$ cat src/rtl/fft_pkg.sv
// Shared FFT definitions: default sizes, complex bin type, fill-state encoding
// and the bit-reversal index helper used by the FFT core and its unloader.
package fft_pkg;

  localparam int FFT_DATA_WIDTH = 16;
  localparam int FFT_N          = 16;

  typedef struct packed {
    logic signed [FFT_DATA_WIDTH-1:0] re;
    logic signed [FFT_DATA_WIDTH-1:0] im;
  } complex_t;

  typedef enum logic [1:0] {
    EMPTY = 2'd0,
    ONE   = 2'd1,
    FULL  = 2'd2
  } fill_state_e;

  // Reverses the low log2n bits of idx; supports frames up to 256 points.
  function automatic logic [7:0] bitrev(input logic [7:0] idx, input int unsigned log2n);
    logic [7:0] r;
    r = '0;
    for (int unsigned b = 0; b < 8; b++) begin
      if (b < log2n) r[log2n-1-b] = idx[b];
    end
    return r;
  endfunction

endpackage

$ cat src/rtl/fft16_bitrev_unloader_if.sv
// Frame input / bin stream output bundle of the FFT unloader.
interface fft16_bitrev_unloader_if
  import fft_pkg::*;
#(
  parameter int DATA_WIDTH = FFT_DATA_WIDTH,
  parameter int N          = FFT_N,
  parameter int DROP_CNT_W = 8
);
  localparam int LOG2N = $clog2(N);

  logic                         in_valid;
  logic                         in_ready;
  logic [N-1:0][DATA_WIDTH-1:0] in_re;
  logic [N-1:0][DATA_WIDTH-1:0] in_im;
  logic                         out_valid;
  logic                         out_ready;
  logic signed [DATA_WIDTH-1:0] out_re;
  logic signed [DATA_WIDTH-1:0] out_im;
  logic [LOG2N-1:0]             out_idx;
  logic                         out_last;
  logic                         drop_pulse;
  logic [DROP_CNT_W-1:0]        drop_cnt;

  modport master (
    output in_valid, in_re, in_im, out_ready,
    input  in_ready, out_valid, out_re, out_im, out_idx, out_last, drop_pulse, drop_cnt
  );

  modport slave (
    input  in_valid, in_re, in_im, out_ready,
    output in_ready, out_valid, out_re, out_im, out_idx, out_last, drop_pulse, drop_cnt
  );

endinterface

$ cat src/rtl/fft_frame_bank.sv
// One frame of complex bins: full-frame parallel write, single indexed read.
module fft_frame_bank
  import fft_pkg::*;
#(
  parameter int  N = FFT_N,
  parameter type T = complex_t
) (
  input  logic                 clk,
  input  logic                 i_we,
  input  T [N-1:0]             i_frame,
  input  logic [$clog2(N)-1:0] i_raddr,
  output T                     o_rdata
);

  T r_mem [N];

  always_ff @(posedge clk) begin
    if (i_we) begin
      for (int unsigned k = 0; k < N; k++) r_mem[k] <= i_frame[k];
    end
  end

  assign o_rdata = r_mem[i_raddr];

endmodule

$ cat src/rtl/fft16_bitrev_unloader.sv
// Double-buffered FFT output stage: captures a bit-reversed parallel frame and
// streams it in natural order with valid/ready; frames arriving while full are dropped.
module fft16_bitrev_unloader
  import fft_pkg::*;
#(
  parameter int DATA_WIDTH = FFT_DATA_WIDTH,
  parameter int N          = FFT_N,
  parameter int DROP_CNT_W = 8
) (
  input logic                    clk,
  input logic                    rst,
  fft16_bitrev_unloader_if.slave bus
);

  localparam int LOG2N = $clog2(N);

  typedef struct packed {
    logic [DATA_WIDTH-1:0] re;
    logic [DATA_WIDTH-1:0] im;
  } bin_t;

  fill_state_e           r_state, w_state_nxt;
  logic                  r_wr_bank, r_rd_bank;
  logic [LOG2N-1:0]      r_rd_idx;
  logic [DROP_CNT_W-1:0] r_drop_cnt;

  logic                  w_in_ready, w_accept, w_out_valid, w_xfer, w_last_xfer, w_drop;
  logic [LOG2N-1:0]      w_rd_addr;
  bin_t [N-1:0]          w_frame;
  bin_t                  w_rdata0, w_rdata1, w_rdata;

  // in_ready is held low while rst is asserted, so no accept or drop can occur then.
  assign w_in_ready  = !rst && (r_state != FULL);
  assign w_accept    = bus.in_valid && w_in_ready;
  assign w_drop      = bus.in_valid && !rst && (r_state == FULL);
  assign w_out_valid = (r_state != EMPTY);
  assign w_xfer      = w_out_valid && bus.out_ready;
  assign w_last_xfer = w_xfer && (r_rd_idx == LOG2N'(N-1));
  assign w_rd_addr   = LOG2N'(bitrev(8'(r_rd_idx), LOG2N));

  always_comb begin
    w_frame = '0;
    for (int unsigned k = 0; k < N; k++) begin
      w_frame[k].re = bus.in_re[k];
      w_frame[k].im = bus.in_im[k];
    end
  end

  fft_frame_bank #(.N(N), .T(bin_t)) u_bank0 (
    .clk     (clk),
    .i_we    (w_accept && !r_wr_bank),
    .i_frame (w_frame),
    .i_raddr (w_rd_addr),
    .o_rdata (w_rdata0)
  );

  fft_frame_bank #(.N(N), .T(bin_t)) u_bank1 (
    .clk     (clk),
    .i_we    (w_accept && r_wr_bank),
    .i_frame (w_frame),
    .i_raddr (w_rd_addr),
    .o_rdata (w_rdata1)
  );

  assign w_rdata = r_rd_bank ? w_rdata1 : w_rdata0;

  always_ff @(posedge clk or posedge rst) begin
    if (rst) r_state <= EMPTY;
    else     r_state <= w_state_nxt;
  end

  // Accept and final read in the same cycle cancel out, leaving the fill level unchanged.
  always_comb begin
    w_state_nxt = r_state;
    if (w_accept && !w_last_xfer) begin
      w_state_nxt = (r_state == EMPTY) ? ONE : FULL;
    end else if (!w_accept && w_last_xfer) begin
      w_state_nxt = (r_state == FULL) ? ONE : EMPTY;
    end
  end

  always_ff @(posedge clk or posedge rst) begin
    if (rst) begin
      r_wr_bank  <= 1'b0;
      r_rd_bank  <= 1'b0;
      r_rd_idx   <= '0;
      r_drop_cnt <= '0;
    end else begin
      if (w_accept) r_wr_bank <= !r_wr_bank;
      if (w_xfer) begin
        if (w_last_xfer) begin
          r_rd_idx  <= '0;
          r_rd_bank <= !r_rd_bank;
        end else begin
          r_rd_idx <= r_rd_idx + 1'b1;
        end
      end
      if (w_drop && (r_drop_cnt != '1)) r_drop_cnt <= r_drop_cnt + 1'b1;
    end
  end

  // Bank contents are unreset, so read data is forced to zero while nothing is stored.
  assign bus.in_ready   = w_in_ready;
  assign bus.out_valid  = w_out_valid;
  assign bus.out_re     = w_out_valid ? w_rdata.re : '0;
  assign bus.out_im     = w_out_valid ? w_rdata.im : '0;
  assign bus.out_idx    = r_rd_idx;
  assign bus.out_last   = w_out_valid && (r_rd_idx == LOG2N'(N-1));
  assign bus.drop_pulse = w_drop;
  assign bus.drop_cnt   = r_drop_cnt;

endmodule

$ cat src/flat_wrapper.sv
// flat-port wrapper written by rule: the top's interface ports become plain ports
module fft16_bitrev_unloader_flat import fft_pkg::*;
#(
  parameter int DATA_WIDTH = FFT_DATA_WIDTH,
  parameter int N          = FFT_N,
  parameter int DROP_CNT_W = 8
)
  (clk, rst, bus_in_valid, bus_in_re, bus_in_im, bus_out_ready, bus_in_ready, bus_out_valid, bus_out_re, bus_out_im, bus_out_idx, bus_out_last, bus_drop_pulse, bus_drop_cnt);
  fft16_bitrev_unloader_if #(.DATA_WIDTH(DATA_WIDTH), .N(N), .DROP_CNT_W(DROP_CNT_W)) bus_i ();
  input logic clk;
  input logic rst;
  input wire logic [$bits(bus_i.in_valid)-1:0] bus_in_valid;
  input wire logic [$bits(bus_i.in_re)-1:0] bus_in_re;
  input wire logic [$bits(bus_i.in_im)-1:0] bus_in_im;
  input wire logic [$bits(bus_i.out_ready)-1:0] bus_out_ready;
  output wire logic [$bits(bus_i.in_ready)-1:0] bus_in_ready;
  output wire logic [$bits(bus_i.out_valid)-1:0] bus_out_valid;
  output wire logic [$bits(bus_i.out_re)-1:0] bus_out_re;
  output wire logic [$bits(bus_i.out_im)-1:0] bus_out_im;
  output wire logic [$bits(bus_i.out_idx)-1:0] bus_out_idx;
  output wire logic [$bits(bus_i.out_last)-1:0] bus_out_last;
  output wire logic [$bits(bus_i.drop_pulse)-1:0] bus_drop_pulse;
  output wire logic [$bits(bus_i.drop_cnt)-1:0] bus_drop_cnt;
  assign bus_i.in_valid = bus_in_valid;
  assign bus_i.in_re = bus_in_re;
  assign bus_i.in_im = bus_in_im;
  assign bus_i.out_ready = bus_out_ready;
  assign bus_in_ready = bus_i.in_ready;
  assign bus_out_valid = bus_i.out_valid;
  assign bus_out_re = bus_i.out_re;
  assign bus_out_im = bus_i.out_im;
  assign bus_out_idx = bus_i.out_idx;
  assign bus_out_last = bus_i.out_last;
  assign bus_drop_pulse = bus_i.drop_pulse;
  assign bus_drop_cnt = bus_i.drop_cnt;
  fft16_bitrev_unloader #(.DATA_WIDTH(DATA_WIDTH), .N(N), .DROP_CNT_W(DROP_CNT_W)) u_core (.clk(clk), .rst(rst), .bus(bus_i));
endmodule
$ cat config.mk
export PLATFORM = sky130hd
export DESIGN_NAME = fft16_bitrev_unloader_flat
export DESIGN_NICKNAME = d
export VERILOG_FILES = /design/src/rtl/fft_pkg.sv /design/src/rtl/fft16_bitrev_unloader_if.sv /design/src/rtl/fft_frame_bank.sv /design/src/rtl/fft16_bitrev_unloader.sv /design/src/flat_wrapper.sv
export SDC_FILE = /design/constraint.sdc
export NUM_CORES = 1
export LEC_CHECK = 0
export BUFFER_PORTS_ARGS = -buffer_cell sky130_fd_sc_hd__buf_4
export CORE_MARGIN = 5
export CORE_UTILIZATION = 52
export CTS_BUF_LIST = sky130_fd_sc_hd__clkbuf_8
export CTS_CLUSTER_DIAMETER = 40
export DETAILED_ROUTE_END_ITERATION = 7
export PLACE_DENSITY = 0.73
export SLEW_MARGIN = 30
export SYNTH_ARGS = -nofsm -noshare
export SYNTH_HDL_FRONTEND = slang
export SYNTH_SLANG_ARGS = --single-unit
export TNS_END_PERCENT = 5
$ cat constraint.sdc
create_clock -name clk -period 42.6 [get_ports clk]
set_input_delay 8.52 -clock clk [delete_from_list [all_inputs] [get_ports clk]]
set_output_delay 8.52 -clock clk [all_outputs]
set_load 0.01 [all_outputs]
==> impl_metrics.tcl, run 1 <==
set metrics [dict create \
    status "finished, final reports clean" \
    finalCriticalPeriod_ns 17.57 \
    grt_pass1_wl_mm 145 \
    dpl_cell_area_sq_mm 0.0453 \
    critPathArrivalTime_ns 9.05 \
    syn-cell-area_sq_mm 0.0400 \
    max-slew-margin-rel_pct 32.9 \
    tns_ns 0 \
    clk_latency_ns 0.80 \
    synthArstFlopShare_pct 1.54 \
    crit_cells 3 \
    crit_end "bus_drop_pulse" \
    critPathLaunch "rst" \
    rows 101 \
    cp_num_buf_inv 2 \
    drv_slew 0 \
    r2r_end "u_core.u_bank0.r_mem[15][19]$_DFFE_PP_" \
    required_ns 34.08 \
    drt_iter0_markers 1900 \
    n_fill_cell 5185 \
    skew_ns 0.0429 \
    grt_pass1_vias 22800 \
    powerDensity_mw_per_mm2 59.9 \
    syn_inst 1853 \
    antenna_found_initial 39 \
    dr.pass1.iters 5 \
    synth_top_area_share_pct 77.0 \
    fin_crit_sh_pct 41.2 \
    p_leak_nw 16.8 \
    end_kind "output port" \
    grt_start_max_net_pins 174 \
    fmax_ghz 0.0569 \
    syn_area_per_cell_sq_um 21.6 \
    rrSetupSlack_ns 37.19 \
    synth_area_leaders "edfxtp_1 77%, mux4_2 11%, mux2_2 3.7%, a22oi_1 1.2%, dfrtp_1 1.0%" \
    crit_path_start_kind "input port" \
    via_count 21200 \
    grt-ovfl-total 0 \
    drcViolationCount 0 \
    ys_top_cells_by_count "1024 x edfxtp_1, 192 x mux4_2, 130 x mux2_2" \
    rsz0062_at_grt "no" \
    worst-path-max-fanout 4 \
    synth.distinct_cells 36 \
    synth-seq-area-share_pct 78.0 \
    synth_edf_count 1024 \
    ctsResizeCount 0 \
    rr_worst_depth 7 \
    wl_per_cell_um 27.3 \
    cts_setup_buffers 0 \
    ys_ff_latch 1040 \
    cts_root_buf "clkbuf_8" \
    cpPeakStageDelay_ns 0.29 \
    design_area_sq_mm 0.0485 \
    rr_startpoint "u_core.r_state[1]$_DFFE_PP0P_" \
    maxCapViolCount 0 \
    synth_ff_type "edfxtp_1" \
    worst_slew_pin_slew_ns 1.01 \
    peakVddDrop_mv 0.0439 \
    dp_hpwl_mm 65.2 \
    cts_tree "built" \
    synth.most_common_cell "edfxtp_1" \
    io_buffers 563 \
    cts_max_level 4 \
    drive_gt1_share_pct 43.2 \
    cts.path.max_buffers 3 \
    clkTransAtPathRegs_ns 0.06 \
    dieArea_sq_mm 0.0825 \
    yosys_warnings 0 \
    hold_ws_ns 0.498 \
    initial_core_util_pct 52.5 \
    grt_use_total_pct 24.0 \
    ctsHoldBuffers 0 \
    fin_nets 3028 \
    dieHeight_um 287 \
    drt-total-wl_mm 101 \
    path_cells "buf_4 -> and4bb_2 -> buf_4" \
    finalSetupViolCount 0 \
    critPathTopFamily "simple AND/OR/NAND/NOR gates" \
    cp_common_cell "buf_4" \
    clock-sinks 1040 \
    hold_viol 0 \
    critical_path_class "in2out" \
    routed_via_density 5.75 \
    drtAntennaViolNets 0 \
    syn-num-nets 2372 \
    synth_top_area_cell "edfxtp_1" \
    cts_made_buffers 165 \
    place_congestion 0.830 \
    core_sq_mm 0.0761 \
    cpMaxStageDelayCell "and4bb_2" \
    hp-class "reg2reg" \
    area_delta_synth_final_pct 21.4 \
    dieWidth_um 287 \
    ioPinCount 564 \
]
-- layout make-up --
| class | instances | area [sq um] | share of cell area, % |
|---|---|---|---|
| Tap cell | 1030 | 1290 | 2.66 |
| Clock buffer | 166 | 2280 | 4.71 |
| Sequential cell | 1040 | 31200 | 64.3 |
| Multi-Input combinational cell | 700 | 8290 | 17.1 |
| Timing Repair Buffer | 599 | 4680 | 9.65 |
| Inverter | 3 | 11.3 | 0.0232 |
| Antenna cell | 29 | 72.6 | 0.150 |
| Clock inverter | 115 | 696 | 1.43 |
-- routing by layer --
metal	track usage (%)	wire length, um	vias up
li1	-	-	9130
met1	30.6	37500	10800
met2	39.2	50200	1030
met3	8.14	9890	195
met4	8.21	2920	20
met5	0	116	-
-- worst min path at each step --
stage,start,endpoint,depth (start not counted)
after floorplan,u_core.r_wr_bank$_DFFE_PP0N_,u_core.r_wr_bank$_DFFE_PP0N_,1
after global placement,u_core.bus.drop_cnt[6]$_DFFE_PP0P_,u_core.bus.drop_cnt[6]$_DFFE_PP0P_,1
after detailed placement,u_core.bus.drop_cnt[6]$_DFFE_PP0P_,u_core.bus.drop_cnt[6]$_DFFE_PP0P_,1
after CTS,u_core.bus.drop_cnt[6]$_DFFE_PP0P_,u_core.bus.drop_cnt[6]$_DFFE_PP0P_,1
after global routing,u_core.bus.drop_cnt[7]$_DFFE_PP0P_,u_core.bus.drop_cnt[7]$_DFFE_PP0P_,1
final,u_core.bus.drop_cnt[6]$_DFFE_PP0P_,u_core.bus.drop_cnt[6]$_DFFE_PP0P_,1
-- logic make-up (layout without fill, tap and decap cells) --
group / count (synthesis) / in the layout / synth area share [%]
buffers and inverters: 113 / 883 / 1.39
adders and majority gates: 3 / 3 / 0.0940
and+or+nand+nor: 197 / 197 / 2.21
AOI/OAI and AO/OA: 135 / 135 / 2.82
other: 0 / 29 / 0
DFF: 1040 / 1040 / 78.0
muxes: 354 / 354 / 15.3
xor gates and xnor gates: 11 / 11 / 0.241
-- metrics by stage --
step                      setup WS (ns)  power [mW]  util, %  instances
after floorplan                    9.82        1.94        -       1853
after global placement            25.02        2.13     59.5       3366
after detailed placement          25.03        2.15     59.5       3366
after CTS                         25.03        2.93     63.4       3647
after global routing              25.01        3.04     63.7       3673
final                             25.03        2.91     63.7       3682
-- power breakdown --
part	leakage, nW	internal (mW)	switching [mW]	total, mW
clock	1.70	0.400	0.377	0.777
combinational	5.50	0.341	0.464	0.805
sequential	9.57	1.28	0.0439	1.32
-- layout by cell type, fill, tap and decap left out, drive strengths merged, types with 29 or more instances in the layout --
| cell | synthesis | routed |
|---|---|---|
| nor2 | 100 | 100 |
| mux4 | 192 | 192 |
| clkbuf | 67 | 166 |
| edfxtp | 1024 | 1024 |
| buf | 43 | 599 |
| o221ai | 32 | 32 |
| mux2i | 32 | 32 |
| a22oi | 64 | 64 |
| diode | 0 | 29 |
| inv | 3 | 61 |
| nand4 | 33 | 33 |
| nand2 | 38 | 38 |
| o311a | 32 | 32 |
| mux2 | 130 | 130 |
| clkinv | 0 | 47 |
-- worst reg2reg max path: cells and delay by family, from the launching register on --
kind,cells,cell delay [ns]
and+or+nand+nor,3,1.10
DFF,1,0.43
buffers and inverters,4,3.41
-- state kept, by name, summed over array words and instances, names as in the netlist --
register / count
u_core.bus.drop_cnt: 8
u_core.bus.out_idx: 4
u_core.r_rd_bank: 1
u_core.r_state: 2
u_core.r_wr_bank: 1
u_core.u_bank0.r_mem: 512
u_core.u_bank1.r_mem: 512
No activity file was read; power rests on OpenSTA's default activity.
==> run 2, diff against run 1 <==
--- a/config.mk
+++ b/config.mk
@@ -11,7 +11,7 @@
 export CTS_BUF_LIST = sky130_fd_sc_hd__clkbuf_8
 export CTS_CLUSTER_DIAMETER = 40
 export DETAILED_ROUTE_END_ITERATION = 7
-export PLACE_DENSITY = 0.73
+export PLACE_DENSITY = 0.76
 export SLEW_MARGIN = 30
 export SYNTH_ARGS = -nofsm -noshare
 export SYNTH_HDL_FRONTEND = slang
==> constraint.sdc (replaced) <==
create_clock -name clk -period 14.4 [get_ports clk]
set_input_delay 2.88 -clock clk [delete_from_list [all_inputs] [get_ports clk]]
set_output_delay 2.88 -clock clk [all_outputs]
set_load 0.01 [all_outputs]
==> impl_metrics.tcl, run 2 (same netlist as run 1, synthesis figures left out) <==
set metrics [dict create \
    intPower_mw 5.96 \
    worst_slew_pin_slew_ns 1.08 \
    final_common_cell "edfxtp_1" \
    status "finished, final reports clean" \
    ioPinCount 564 \
    p_sw_share_pct 31.0 \
    drt_iter0_markers 2008 \
    cts_setup_buffers 0 \
    wl_per_cell_um 27.9 \
    design_area_sq_mm 0.0485 \
    via_count 21400 \
    rows 101 \
    ctsHoldBuffers 0 \
    cp_common_cell "buf_4" \
    dp_hpwl_mm 66.8 \
    antenna_found_initial 45 \
    worst-path-max-fanout 126 \
    dieWidth_um 287 \
    grt_pass1_vias 23000 \
    fin_nets 3023 \
    drv_slew 0 \
    core_sq_mm 0.0761 \
    final_cell_mix "1024 x edfxtp_1, 585 x buf_4, 192 x mux4_2" \
    grt_use_total_pct 24.6 \
    clkTransAtPathRegs_ns 0.06 \
    peakVddDrop_mv 0.128 \
    drtAntennaViolNets 0 \
    skew_ns 0.0323 \
    cts_made_buffers 164 \
    finalCriticalPeriod_ns 7.49 \
    dpl_cell_area_sq_mm 0.0453 \
    cts_max_level 4 \
    required_ns 11.52 \
    cts_tree "built" \
    p_clk_share_pct 27.1 \
    ctsResizeCount 0 \
    cpPeakStageDelay_ns 0.81 \
    initial_core_util_pct 52.5 \
    io_buffers 563 \
    clk_latency_ns 0.81 \
    drive_gt1_share_pct 44.0 \
    crit_path_start_kind "register" \
    drt-total-wl_mm 103 \
    cts.path.max_buffers 3 \
    fin_crit_sh_pct 52.0 \
    critical_path_class "reg2out" \
    max-slew-margin-rel_pct 28.0 \
    dr.pass1.iters 5 \
    cts_root_buf "clkbuf_8" \
    grt_pass1_wl_mm 148 \
    fmax_ghz 0.133 \
    powerDensity_mw_per_mm2 178 \
    grt-ovfl-total 0 \
    utilization_pct 63.7 \
    hp-class "reg2reg" \
    seq_power_share_pct 46.2 \
    hold_viol 0 \
    critPathArrivalTime_ns 4.61 \
    drcViolationCount 0 \
    p_leak_nw 16.8 \
    dieHeight_um 287 \
    path_cells "buf_12 -> buf_4 -> mux4_2 -> mux2i_1 -> nor2_1 -> o311a_1 -> buf_4" \
    p_sw_mw 2.68 \
    maxCapViolCount 0 \
    finalSetupViolCount 0 \
    dieArea_sq_mm 0.0825 \
    place_congestion 0.831 \
    p_comb_share_pct 26.8 \
    routed_via_density 5.81 \
    cpMaxStageDelayCell "buf_4" \
    end_kind "output port" \
    area_delta_synth_final_pct 21.4 \
    clock-sinks 1040 \
    rsz0062_at_grt "no" \
    grt_start_max_net_pins 189 \
]
[run 2: cell types whose count changed in the layout (fill, tap and decap cells not counted), sizes merged]
| cell | change |
|---|---|
| bufinv | -2 |
| inv | -9 |
| diode | +3 |
| clkinv | +21 |
| clkbuf | +2 |
| buf | -4 |
| clkinvlp | +1 |
[run 2: layer usage]
layer | wire (um) | share of wire, % | GRT usage (%) | vias to the layer above
met3 | 10800 | 10 | 8.98 | 231
met1 | 36700 | 36 | 30.1 | 10900
met4 | 3500 | 3.4 | 10.6 | 28
li1 | - | - | - | 9137
met5 | 184 | 0.18 | 0 | -
met2 | 51900 | 50 | 39.9 | 1158
[run 2: layout make-up]
| cell class | count | area (sq um) |
|---|---|---|
| Sequential cell | 1040 | 31200 |
| Fill cell | 5219 | 27600 |
| Multi-Input combinational cell | 700 | 8290 |
| Timing Repair Buffer | 595 | 4600 |
| Clock buffer | 168 | 2310 |
| Tap cell | 1030 | 1290 |
| Clock inverter | 126 | 751 |
| Antenna cell | 32 | 80.1 |
| Inverter | 3 | 11.3 |
[run 2: power by group through the flow]
stage	Clock (mW)	Combinational, mW	Sequential (mW)
final	2.34	2.31	3.99
after global routing	2.55	2.46	4.01
after CTS	2.39	2.30	4.00
after detailed placement	0	2.29	4.06
after global placement	0	2.22	4.06
after floorplan	0	1.52	4.09
[run 2: worst max-delay path, delay by kind of cell, from the launching register on]
family | cells | cell delay [ns]
AO/OA/AOI/OAI | 1 | 0.34
buffers and inverters | 3 | 1.65
flip-flops | 1 | 0.75
multiplexers | 2 | 0.85
AND/OR/NAND/NOR | 1 | 0.07
[run 2: path summary, 6_finish.rpt]
path,from,endpoint,slack [ns],depth (start not counted)
worst max-delay path,u_core.bus.out_idx[3]$_DFFE_PP0P_,bus_out_im[11],6.91,7
worst min-delay path,u_core.bus.drop_cnt[6]$_DFFE_PP0P_,u_core.bus.drop_cnt[6]$_DFFE_PP0P_,0.51,1
worst max register to register,u_core.r_state[1]$_DFFE_PP0P_,u_core.u_bank1.r_mem[0][13]$_DFFE_PP_,10.07,6
worst min register to register,u_core.bus.drop_cnt[6]$_DFFE_PP0P_,u_core.bus.drop_cnt[6]$_DFFE_PP0P_,0.51,1
max in group asynchronous,rst,u_core.bus.out_idx[2]$_DFFE_PP0P_,11.73,2
min in group asynchronous,rst,u_core.bus.drop_cnt[6]$_DFFE_PP0P_,2.19,2
[run 2: stage by stage]
stage / hold WS [ns] / total power, mW / TNS (ns) / cells / worst slack [ns]
2_1_floorplan: 0.508 / 5.60 / -715.29 / 1853 / -1.40
3_3_place_gp: 0.483 / 6.27 / 0 / 3364 / 7.28
3_5_place_dp: 0.500 / 6.36 / 0 / 3366 / 7.66
4_1_cts: 0.508 / 8.69 / 0 / 3660 / 6.79
5_1_grt: 0.512 / 9.02 / 0 / 3688 / 6.54
6_report: 0.508 / 8.64 / 0 / 3694 / 6.91
